**src/rtl/uart_rx_ctrl.sv**
```systemverilog
// UART receive control: baud tick generator, frame-state tracking, deferred config update and receive FIFO.
// Tick and config outputs are registered; FIFO head (o_data/o_par_err) is combinational with a 1-cycle push-to-valid latency.
`timescale 1ns/1ps
module uart_rx_ctrl #(
  parameter int FIFO_AW = 3,
  parameter int DIV_W   = 16
) (
  input  logic               clk,
  input  logic               rst_n,
  input  logic               i_en,
  input  logic               i_cfg_wr,
  input  logic [DIV_W-1:0]   i_cfg_div,
  input  logic [1:0]         i_cfg_num_bit,
  input  logic               i_cfg_stop_bit,
  input  logic               i_cfg_par_en,
  input  logic               i_cfg_par_type,
  input  logic               i_rx_serial,
  input  logic               i_rx_done,
  input  logic [7:0]         i_rx_data,
  input  logic               i_rx_par_err,
  output logic               o_rx_tick,
  output logic [1:0]         o_num_bit_data,
  output logic               o_stop_bit,
  output logic               o_parity_en,
  output logic               o_parity_type,
  output logic               o_valid,
  input  logic               i_ready,
  output logic [7:0]         o_data,
  output logic               o_par_err,
  output logic [FIFO_AW:0]   o_level,
  output logic               o_overrun,
  input  logic               i_clr_err,
  output logic               o_busy
);

  localparam int DEPTH = 1 << FIFO_AW;
  localparam logic [FIFO_AW:0] DEPTH_L = (FIFO_AW+1)'(DEPTH);

  typedef enum logic [1:0] {S_DISABLED, S_IDLE, S_BUSY} state_t;

  typedef struct packed {
    logic [DIV_W-1:0] div;
    logic [1:0]       nb;
    logic             stop;
    logic             pen;
    logic             ptype;
  } cfg_t;

  localparam cfg_t CFG_RST = '{div: DIV_W'(325), nb: 2'b11, stop: 1'b0, pen: 1'b0, ptype: 1'b0};

  state_t             r_state;
  cfg_t               r_act, r_shadow;
  logic               r_pending;
  logic [DIV_W-1:0]   r_tick_cnt;
  logic               r_rx_tick, r_busy, r_overrun;
  logic               r_ser_q, r_ser_qq;
  logic [8:0]         r_mem [DEPTH];
  logic [FIFO_AW-1:0] r_wptr, r_rptr;
  logic [FIFO_AW:0]   r_level;

  cfg_t w_cfg_in;
  logic w_fall, w_done_ok, w_pop, w_full, w_push, w_ovf, w_xfer;

  assign w_cfg_in  = '{div: i_cfg_div, nb: i_cfg_num_bit, stop: i_cfg_stop_bit,
                       pen: i_cfg_par_en, ptype: i_cfg_par_type};
  assign w_fall    = r_ser_qq & ~r_ser_q;
  assign w_done_ok = i_rx_done && (r_state != S_DISABLED);
  assign w_pop     = o_valid && i_ready;
  assign w_full    = (r_level == DEPTH_L);
  assign w_push    = w_done_ok && (!w_full || w_pop);
  assign w_ovf     = w_done_ok && w_full && !w_pop;
  // Outside a frame the active config may change at once; inside, only at the frame boundary.
  assign w_xfer    = (r_state != S_BUSY) || i_rx_done;

  always_ff @(posedge clk or negedge rst_n) begin
    if (!rst_n) begin
      r_act     <= CFG_RST;
      r_shadow  <= CFG_RST;
      r_pending <= 1'b0;
    end else begin
      if (i_cfg_wr) r_shadow <= w_cfg_in;
      if (w_xfer) begin
        if (i_cfg_wr)       r_act <= w_cfg_in;
        else if (r_pending) r_act <= r_shadow;
        r_pending <= 1'b0;
      end else if (i_cfg_wr) begin
        r_pending <= 1'b1;
      end
    end
  end

  always_ff @(posedge clk or negedge rst_n) begin
    if (!rst_n) begin
      r_tick_cnt <= '0;
      r_rx_tick  <= 1'b0;
    end else if (!i_en) begin
      r_tick_cnt <= '0;
      r_rx_tick  <= 1'b0;
    end else if (r_tick_cnt >= r_act.div) begin
      r_tick_cnt <= '0;
      r_rx_tick  <= 1'b1;
    end else begin
      r_tick_cnt <= r_tick_cnt + DIV_W'(1);
      r_rx_tick  <= 1'b0;
    end
  end

  always_ff @(posedge clk or negedge rst_n) begin
    if (!rst_n) begin
      r_state  <= S_DISABLED;
      r_busy   <= 1'b0;
      r_ser_q  <= 1'b1;
      r_ser_qq <= 1'b1;
    end else begin
      r_ser_q  <= i_rx_serial;
      r_ser_qq <= r_ser_q;
      if (!i_en) begin
        r_state <= S_DISABLED;
        r_busy  <= 1'b0;
      end else begin
        case (r_state)
          S_DISABLED: r_state <= S_IDLE;
          S_IDLE: if (w_fall) begin
            r_state <= S_BUSY;
            r_busy  <= 1'b1;
          end
          S_BUSY: if (i_rx_done) begin
            r_state <= S_IDLE;
            r_busy  <= 1'b0;
          end
          default: begin
            r_state <= S_DISABLED;
            r_busy  <= 1'b0;
          end
        endcase
      end
    end
  end

  always_ff @(posedge clk) begin
    if (w_push) r_mem[r_wptr] <= {i_rx_par_err, i_rx_data};
  end

  always_ff @(posedge clk or negedge rst_n) begin
    if (!rst_n) begin
      r_wptr    <= '0;
      r_rptr    <= '0;
      r_level   <= '0;
      r_overrun <= 1'b0;
    end else begin
      if (w_push) r_wptr <= r_wptr + FIFO_AW'(1);
      if (w_pop)  r_rptr <= r_rptr + FIFO_AW'(1);
      case ({w_push, w_pop})
        2'b10:   r_level <= r_level + (FIFO_AW+1)'(1);
        2'b01:   r_level <= r_level - (FIFO_AW+1)'(1);
        default: r_level <= r_level;
      endcase
      if (w_ovf)          r_overrun <= 1'b1;
      else if (i_clr_err) r_overrun <= 1'b0;
    end
  end

  assign o_rx_tick      = r_rx_tick;
  assign o_num_bit_data = r_act.nb;
  assign o_stop_bit     = r_act.stop;
  assign o_parity_en    = r_act.pen;
  assign o_parity_type  = r_act.ptype;
  assign o_busy         = r_busy;
  assign o_level        = r_level;
  assign o_overrun      = r_overrun;
  assign o_valid        = (r_level != '0);
  assign o_data         = r_mem[r_rptr][7:0];
  assign o_par_err      = r_mem[r_rptr][8];

endmodule

```
**config.mk**
```make
export PLATFORM = sky130hd
export DESIGN_NAME = uart_rx_ctrl
export DESIGN_NICKNAME = d
export VERILOG_FILES = /design/src/rtl/uart_rx_ctrl.sv
export SDC_FILE = /design/constraint.sdc
export NUM_CORES = 1
export LEC_CHECK = 0
export ABC_CLOCK_PERIOD_IN_PS = 2400
export CAP_MARGIN = 0
export CORE_UTILIZATION = 25
export DETAILED_ROUTE_END_ITERATION = 16
export GPL_TIMING_DRIVEN = 0
export PLACE_DENSITY = 0.47
export SKIP_CTS_REPAIR_TIMING = 1
export SLEW_MARGIN = 20
export SYNTH_ARGS = -nofsm -noshare
export SYNTH_HDL_FRONTEND = slang
export SYNTH_SLANG_ARGS = --single-unit
```
**constraint.sdc**
```tcl
create_clock -name clk -period 2.4 [get_ports clk]
set_input_delay 0.24 -clock clk [delete_from_list [all_inputs] [get_ports clk]]
set_output_delay 0.24 -clock clk [all_outputs]
set_load 0.05 [all_outputs]
```
* After elaboration in Yosys (flattened, before gate mapping) *
Memories as Yosys holds them, arrays and structs flattened.
Cells that the tools add are included.

cells by class
  muxes and demuxes = 21
  bitwise operators = 2
  magnitude comparators = 1
  reduce and logical (&&, ||, !) cells = 19
  equal/unequal tests = 9
  add/subtract/negate cells = 5

operators by type and width
  cell                     number
  $mux W21                 2
  $mux W16                 2
  $add A16 B1 Y16 const B  1
  $ge A16 B16 Y1           1
  $mux W1                  11
  $reduce_bool A2 Y1       5
  $pmux W4 S2              1
  $add A3 B1 Y3 const B    2
  $mux W2                  3
  $ne A3 B3 Y1 const B     2
  $pmux W2 S3              1
  $logic_and A1 B1 Y1      5
  $add A4 B1 Y4 const B    1
  $eq A2 B1 Y1 const B     2
  $eq A2 B2 Y1 const B     2
  $eq A4 B4 Y1 const B     1
  $ne A2 B2 Y1 const B     2
  $reduce_and A2 Y1        2
  $reduce_bool A4 Y1       1
  $sub A4 B1 Y4 const B    1
  $pmux W1 S3              1
  $reduce_and A3 Y1        1
  $logic_not A1 Y1         2
  $logic_not A2 Y1         1
  3 further kinds          4

storage, ports and cells
  output and inout bits = 22
  bits in writable memories = 72
  input port bits = 38
  word-level logic and storage cells = 79
  register bits after elaboration = 76
  memories = 1

memory list
  name   words  width  read ports  clocked after Yosys merged registers in  wr ports  line  text
  r_mem  8      9      1           0                                        1         57    logic [8:0] r_mem [DEPTH];

* Logic depth before layout (Yosys ltp) *
Gate-level depths: netlist of run 1.

  depth after elaboration = 6
  gate-level depth with buffers = 8

* Worst setup path before layout of run 1 *
Ideal clock, no wire load.

  path kind = register to register
  start = reg r_level[1], in the netlist o_level[1]
  end = mem r_mem[1][0], enable pin
  setup time = 0.403 ns
  data required time = 1.997 ns
  data arrival time = 2.158 ns
  slack = -0.161 ns
  cell stages (with the launch flop) = 5
  clock period less this slack = 2.561 ns
  cell sequence = dfrtp_1 -> nor3_1 -> nand3_1 -> nand2b_1 -> nor4b_1

on the way
  cells in the longest elaborated chain, start to end = 6
  elaborated cells between the ends (all ways) = 8
  classes of those cells = eq/ne: 1; mux: 2; reduce/logical: 5

ends and longest elaborated chain
  element                                                         line     text
  start: declaration                                              59       logic [FIFO_AW:0] r_level;
  start signal: assignment                                        154      2'b10: r_level <= r_level + (FIFO_AW+1)'(1);
  start signal: assignment                                        155      2'b01: r_level <= r_level - (FIFO_AW+1)'(1);
  start signal: assignment                                        156      default: r_level <= r_level;
  $eq A4 B4 Y1 / $reduce_bool A4 Y1 (equally long branches)       69, 171
  $logic_not A1 Y1 / $logic_and A1 B1 Y1 (equally long branches)  70, 68
  $logic_or A1 B1 Y1 *                                            70       assign w_push = w_done_ok && (!w_full || w_pop);
  $logic_and A1 B1 Y1 *                                           70
  $mux W1 *                                                       141      if (w_push) r_mem[r_wptr] <= {i_rx_par_err, i_rx_data};
  $mux W1 (implied by the code) *                                 141
  end: declaration                                                57

Every way passes the cells marked *; elsewhere a longest branch is shown, timed or not.

* Final worst setup path of run 1 *
  start = reg r_rptr[0]
  end = out o_data[0]

on the way
  cells in the longest elaborated chain, start to end = 1

ends and longest elaborated chain
  element                   line  text
  start: declaration        58    logic [FIFO_AW-1:0] r_wptr, r_rptr;
  start signal: assignment  152   if (w_pop) r_rptr <= r_rptr + FIFO_AW'(1);
  $mem_v2 Z8 W9             --
  end: declaration          28    output logic [7:0] o_data,

No other way between the ends.

==> results of run 1 <==
==> cell families (layout without fill, tap and decap cells) <==
family | count (synthesis) | in the layout | share of synthesized area
AO/OA/AOI/OAI | 41 | 41 | 0.0435
XOR/XNOR | 21 | 21 | 0.0289
adder cells (fa/ha/maj) | 22 | 22 | 0.0444
buffers and inverters | 39 | 139 | 0.0285
flip-flops | 148 | 148 | 0.641
multiplexers | 58 | 58 | 0.135
AND/OR/NAND/NOR | 96 | 96 | 0.0785
==> sequential cells by signal, indices dropped and copies added (netlist names), 2 cells and up <==
| register | cells |
|---|---|
| r_act | 16 |
| r_shadow | 21 |
| r_mem | 72 |
| r_tick_cnt | 16 |
| o_level | 4 |
| r_state | 2 |
| o_num_bit_data | 2 |
| r_rptr | 3 |
| r_wptr | 3 |
==> worst min-delay path by stage <==
stage | end
detailed placement | r_act[18]$_DFFE_PN0P_
global route | r_ser_q$_DFF_PN1_
CTS | r_wptr[2]$_DFFE_PN0P_
global placement | r_ser_qq$_DFF_PN1_
finish | r_ser_q$_DFF_PN1_
floorplan | o_busy$_DFFE_PN0P_
==> synth_stat cells, types with 8 or more instances <==
cell,instances,share of area
dfstp_2,14,0.058
dfrtp_1,62,0.24
mux4_2,18,0.064
a21oi_1,8,0.0063
nor2_1,22,0.013
inv_1,25,0.015
xor2_1,10,0.014
ha_1,21,0.041
edfxtp_1,72,0.34
o21ai_0,20,0.016
xnor2_1,11,0.015
mux2_2,37,0.065
nand2_1,32,0.019
==> layer usage <==
layer  wire, µm  share of wire  GRT usage
met1       5890           0.44      0.133
met5          0              0          0
met4        150          0.011     0.0399
met2       7060           0.52      0.193
met3        367          0.027     0.0275
==> stage by stage <==
step            util  instance area, µm²
3_3_place_gp   0.295                7390
2_1_floorplan      -                6380
3_5_place_dp   0.300                7500
6_report       0.325                8140
4_1_cts        0.323                8080
5_1_grt        0.325                8140
==> worst reg2reg max path, cell delays in order (launching register included) <==
cell     delay, ps
dfrtp_1        440
o21ai_1        210
a31oi_2        380
nand2_1        220
nor3b_2        510
buf_6          210
==> final cells by class <==
cell class	instances	area (µm²)	share of cell area
inverters	25	93.8	0.0115
flip-flops and latches	148	4090	0.502
clock buffers	18	429	0.0527
multi-input cells	238	2170	0.267
clock inverters	14	153	0.0188
repair buffers	68	674	0.0828
well taps	330	413	0.0507
plain buffers	14	121	0.0149
==> power breakdown <==
part           total, µW  switching, µW  internal (µW)
Clock               2640           1100           1540
Sequential          3140            181           2960
Combinational       2660           1500           1160
==> flow_summary.ini, run 1 <==
[layout]
drive_gt1_frac = 0.299
num-fill-cells = 2497
nets = 572
n_antenna_cell = 0
area_growth_pct = 27.9
instances_no_fill = 855
layout_commonest_cell = edfxtp_1
mostFrequentLayoutCells = edfxtp_1, dfrtp_1, clkdlybuf4s50_1, mux2_2, nand2_1

[sta]
fmax_mhz = 430
rsz0062_at_grt = true
slew_violations = 0
slew_headroom = 0.450
worstMarginPinSlew_ps = 822
tns_ps = 0
fin_crit_sh = 0.969
fin_skew_ps = 12.0
whs_ps = 268
setup_violations = 0
min_period_ps = 2330
hold_viol_final = 0
post-route-worst-setup-slack_ps = 74.5

[placed_design]
gp_congestion = 0.742
place_inst = 820
hpwl_um = 9360
dp_worst_setup_slack_ps = -577
port_buffers = 59

[setup_path]
r2r_start = r_state[1]$_DFFE_PN0P_
crit_required_ps = 2160
timing.critical_path.from = r_rptr[0]$_DFFE_PN0P_
cp_cell_sequence = buf_12 > buf_16 > mux4_2 > mux2_2 > buf_4
path_buf_inv = 3
cpPeakStageDelay_ps = 510
crit_type = reg2out
crit_fanout = 10
start_kind = flop
reg2reg_slack_ps = 140
critPathCapture = o_data[0]
worstRegToRegCells = 5
timing.rr.end = r_mem[5][0]$_DFFE_PP_
cp_slowest_cell = mux4_2
path_delay_family = multiplexers
cp-end-kind = primary output
crit_arrival_ps = 2090
cp.depth = 5

[drt]
drt-total-wl_um = 13500
ant_nets = 0
wl_per_cell_um = 15.8
drt-initial-drc-count = 244
first_pass_iters = 4
route.detailed.drc = 0
via_count = 3634
viasPerCell = 4.25

[floorplan]
num_rows = 58
die_w_um = 162
die-area_mm2 = 0.0261
coreArea_mm2 = 0.0250
die_h_um = 162
start_util = 0.254
io_pins = 60

[clock_network]
htree_levels = 4
cts-root-buf = clkbuf_16
cts_made_buffers = 17
clock_latency_ps = 420
clkSlewWorstSetupHoldPaths_ps = 60
cts_tree = done
cts.sink_count = 148
cts_max_path_buffers = 2

[synthesis]
ys_ff_latch = 148
synth.distinct_cells = 50
ys.flop_type = edfxtp_1
syn_nets = 485
synth_area_mm2 = 0.00636
yosysSeqAreaShare = 0.641
netlist_instances = 425
synth_area_per_cell_um2 = 15.0
async_flop_share = 0.514
synth_edf_count = 72
ys_warn_count = 0

[status]
status = complete, no violations

[min_path]
hold_path_startpoint = i_rx_serial
hp-class = in2reg
worstHoldPathCells = 1

[global_route]
grt_use_total = 0.111
antenna_found_initial = 0
grt_pass1_wl_um = 21600
grt_max_degree = 49
first_global_vias = 3908
grt_overflow = 0

[power]
ir_worst_vdd_uv = 626
p_per_area_mw_per_mm2 = 1040
leakagePower_uw = 0.00310
p_total_uw = 8440

[job]
cap_violations = 0
Note: power is estimated with default switching activity, not from simulation.
==> run 2, diff against run 1 <==
--- a/config.mk
+++ b/config.mk
@@ -8,9 +8,11 @@
 export ABC_CLOCK_PERIOD_IN_PS = 2400
 export CAP_MARGIN = 0
 export CORE_UTILIZATION = 25
+export CTS_BUF_LIST = sky130_fd_sc_hd__clkbuf_2
 export DETAILED_ROUTE_END_ITERATION = 16
 export GPL_TIMING_DRIVEN = 0
 export PLACE_DENSITY = 0.47
+export REMOVE_ABC_BUFFERS = 1
 export SKIP_CTS_REPAIR_TIMING = 1
 export SLEW_MARGIN = 20
 export SYNTH_ARGS = -nofsm -noshare
==> run 2 against run 1 <==
The flow now finishes with violations (negative setup slack). Via count decreased by 1.9%. Setup slack got worse by 250 ps. Cell area fell by 4.2%. Hold slack worse by 160 ps. Maximum frequency is 9.6% lower. Power shrank 16%. Sequential share of layout area up 2.3 points. Routed wire length fell by 4.7%. Sequential power increased by 5%. Count of clock-buffer cells in the layout stayed put. Non-clock buffer count shrank 5. Utilization shrank 1.3 points. Largest cell class unchanged. Largest power group unchanged.
==> flow_summary.ini, run 2 (synthesized netlist as in run 1, its figures left out) <==
[status]
status = finished, violations left
violations = negative setup slack

[floorplan]
num_rows = 58
coreArea_mm2 = 0.0250
die_h_um = 162
die-area_mm2 = 0.0261
io_pins = 60
start_util = 0.254
die_w_um = 162

[power]
leakagePower_uw = 0.00298
p_total_uw = 7070
pwr-share-seq = 0.467
ir_worst_vdd_uv = 511
switchingPower_uw = 2620
comb_power_share = 0.367
internal_power_uw = 4450
clkPwrFrac = 0.166
p_sw_frac = 0.370
p_per_area_mw_per_mm2 = 906

[drt]
ant_nets = 0
drt-initial-drc-count = 233
route.detailed.drc = 0
viasPerCell = 4.20
drt-total-wl_um = 12800
via_count = 3566
first_pass_iters = 5
wl_per_cell_um = 15.1

[setup_path]
cp-end-kind = primary output
cp_cell_sequence = buf_12 > mux4_2 > mux2_2 > buf_6
cpPeakStageDelay_ps = 500
path_delay_family = multiplexers
path_buf_inv = 2
cp.depth = 4
crit_fanout = 10
worstRegToRegCells = 8
crit_required_ps = 2160
cp_slowest_cell = dfrtp_4
crit_arrival_ps = 2330
crit_type = reg2out
start_kind = flop

[clock_network]
clock_latency_ps = 710
cts_tree = done
cts-root-buf = clkbuf_2
cts.sink_count = 148
cts_max_path_buffers = 2
cts_made_buffers = 17
clkSlewWorstSetupHoldPaths_ps = 240
htree_levels = 4

[global_route]
first_global_vias = 3806
grt_use_total = 0.104
antenna_found_initial = 0
grt_max_degree = 45
grt_pass1_wl_um = 20600
grt_overflow = 0

[min_path]
worstHoldPathCells = 2
hp-class = in2reg

[placed_design]
port_buffers = 59
gp_congestion = 0.694
dp_worst_setup_slack_ps = -546
hpwl_um = 8660

[sta]
hold_viol_final = 0
fin_crit_sh = 1.07
worstMarginPinSlew_ps = 617
whs_ps = 112
rsz0062_at_grt = true
min_period_ps = 2570
slew_violations = 0
fmax_mhz = 389
setup_violations = 9
fin_skew_ps = 32.5
slew_headroom = 0.589
post-route-worst-setup-slack_ps = -173

[layout]
n_antenna_cell = 0
reg_top3 = r_mem x72, r_shadow x21
utilization = 0.312
nets = 567
regMostFlops = r_mem
mostFrequentLayoutCells = edfxtp_1, dfrtp_1, clkdlybuf4s50_1, mux2_2, nand2_1
area_growth_pct = 22.6
largest_register_ffs = 72
drive_gt1_frac = 0.304
layout_commonest_cell = edfxtp_1

[job]
cap_violations = 0
run 2: cell types whose count changed in the layout (fill, tap and decap cells not counted), sizes merged:
cell,delta
buf,-1
bufinv,-2
clkbuf,-4
clkdlybuf4s50,-5
clkinv,+2
clkinvlp,+3
dlygate4sd3,+2
dlymetal6s2s,+3
inv,-3
run 2: per-stage QoR:
step / instances / cell area (µm²) / setup TNS (ps)
finish: 850 / 7800 / -1420
global route: 850 / 7800 / -2820
CTS: 841 / 7610 / -12800
detailed placement: 809 / 7430 / -20180
global placement: 800 / 7280 / -216110
floorplan: 411 / 6270 / -4370
run 2: path summary, 6_finish.rpt:
path	from	slack, ps	endpoint
hold / removal	i_clr_err	110	o_overrun$_DFFE_PN0P_
setup reg to reg	o_level[0]$_DFFE_PN0P_	80	o_level[3]$_DFFE_PN0P_
max in group asynchronous	rst_n	1490	r_shadow[11]$_DFFE_PN1P_
setup / recovery	r_rptr[0]$_DFFE_PN0P_	-170	o_data[2]
min in group asynchronous	rst_n	580	r_ser_q$_DFF_PN1_
hold reg to reg	r_ser_q$_DFF_PN1_	390	r_ser_qq$_DFF_PN1_
run 2: power groups by stage:
stage	Combinational [µW]	Clock, µW	Sequential, µW
CTS	2300	1240	3370
floorplan	1430	0	3440
global route	2770	1350	3350
detailed placement	2290	0	3420
global placement	2210	0	3390
finish	2590	1170	3300
run 2: area by class of cell:
| cell class | instances | area (µm²) |
|---|---|---|
| clock buffer | 18 | 90.1 |
| clock inverter | 14 | 90.1 |
| fill | 2512 | 17200 |
| inverter | 25 | 93.8 |
| multi-input combinational | 238 | 2210 |
| sequential | 148 | 4090 |
| tap | 330 | 413 |
| timing repair buffer | 77 | 818 |
run 2: routing by layer:
metal / wire, µm / GRT usage / share of wire / vias to the layer above
met3: 455 / 0.0280 / 0.035 / 16
met5: 0 / 0 / 0 / -
met2: 6500 / 0.176 / 0.51 / 59
met1: 5720 / 0.130 / 0.45 / 1785
li1: - / - / - / 1706
met4: 161 / 0.0322 / 0.013 / 0
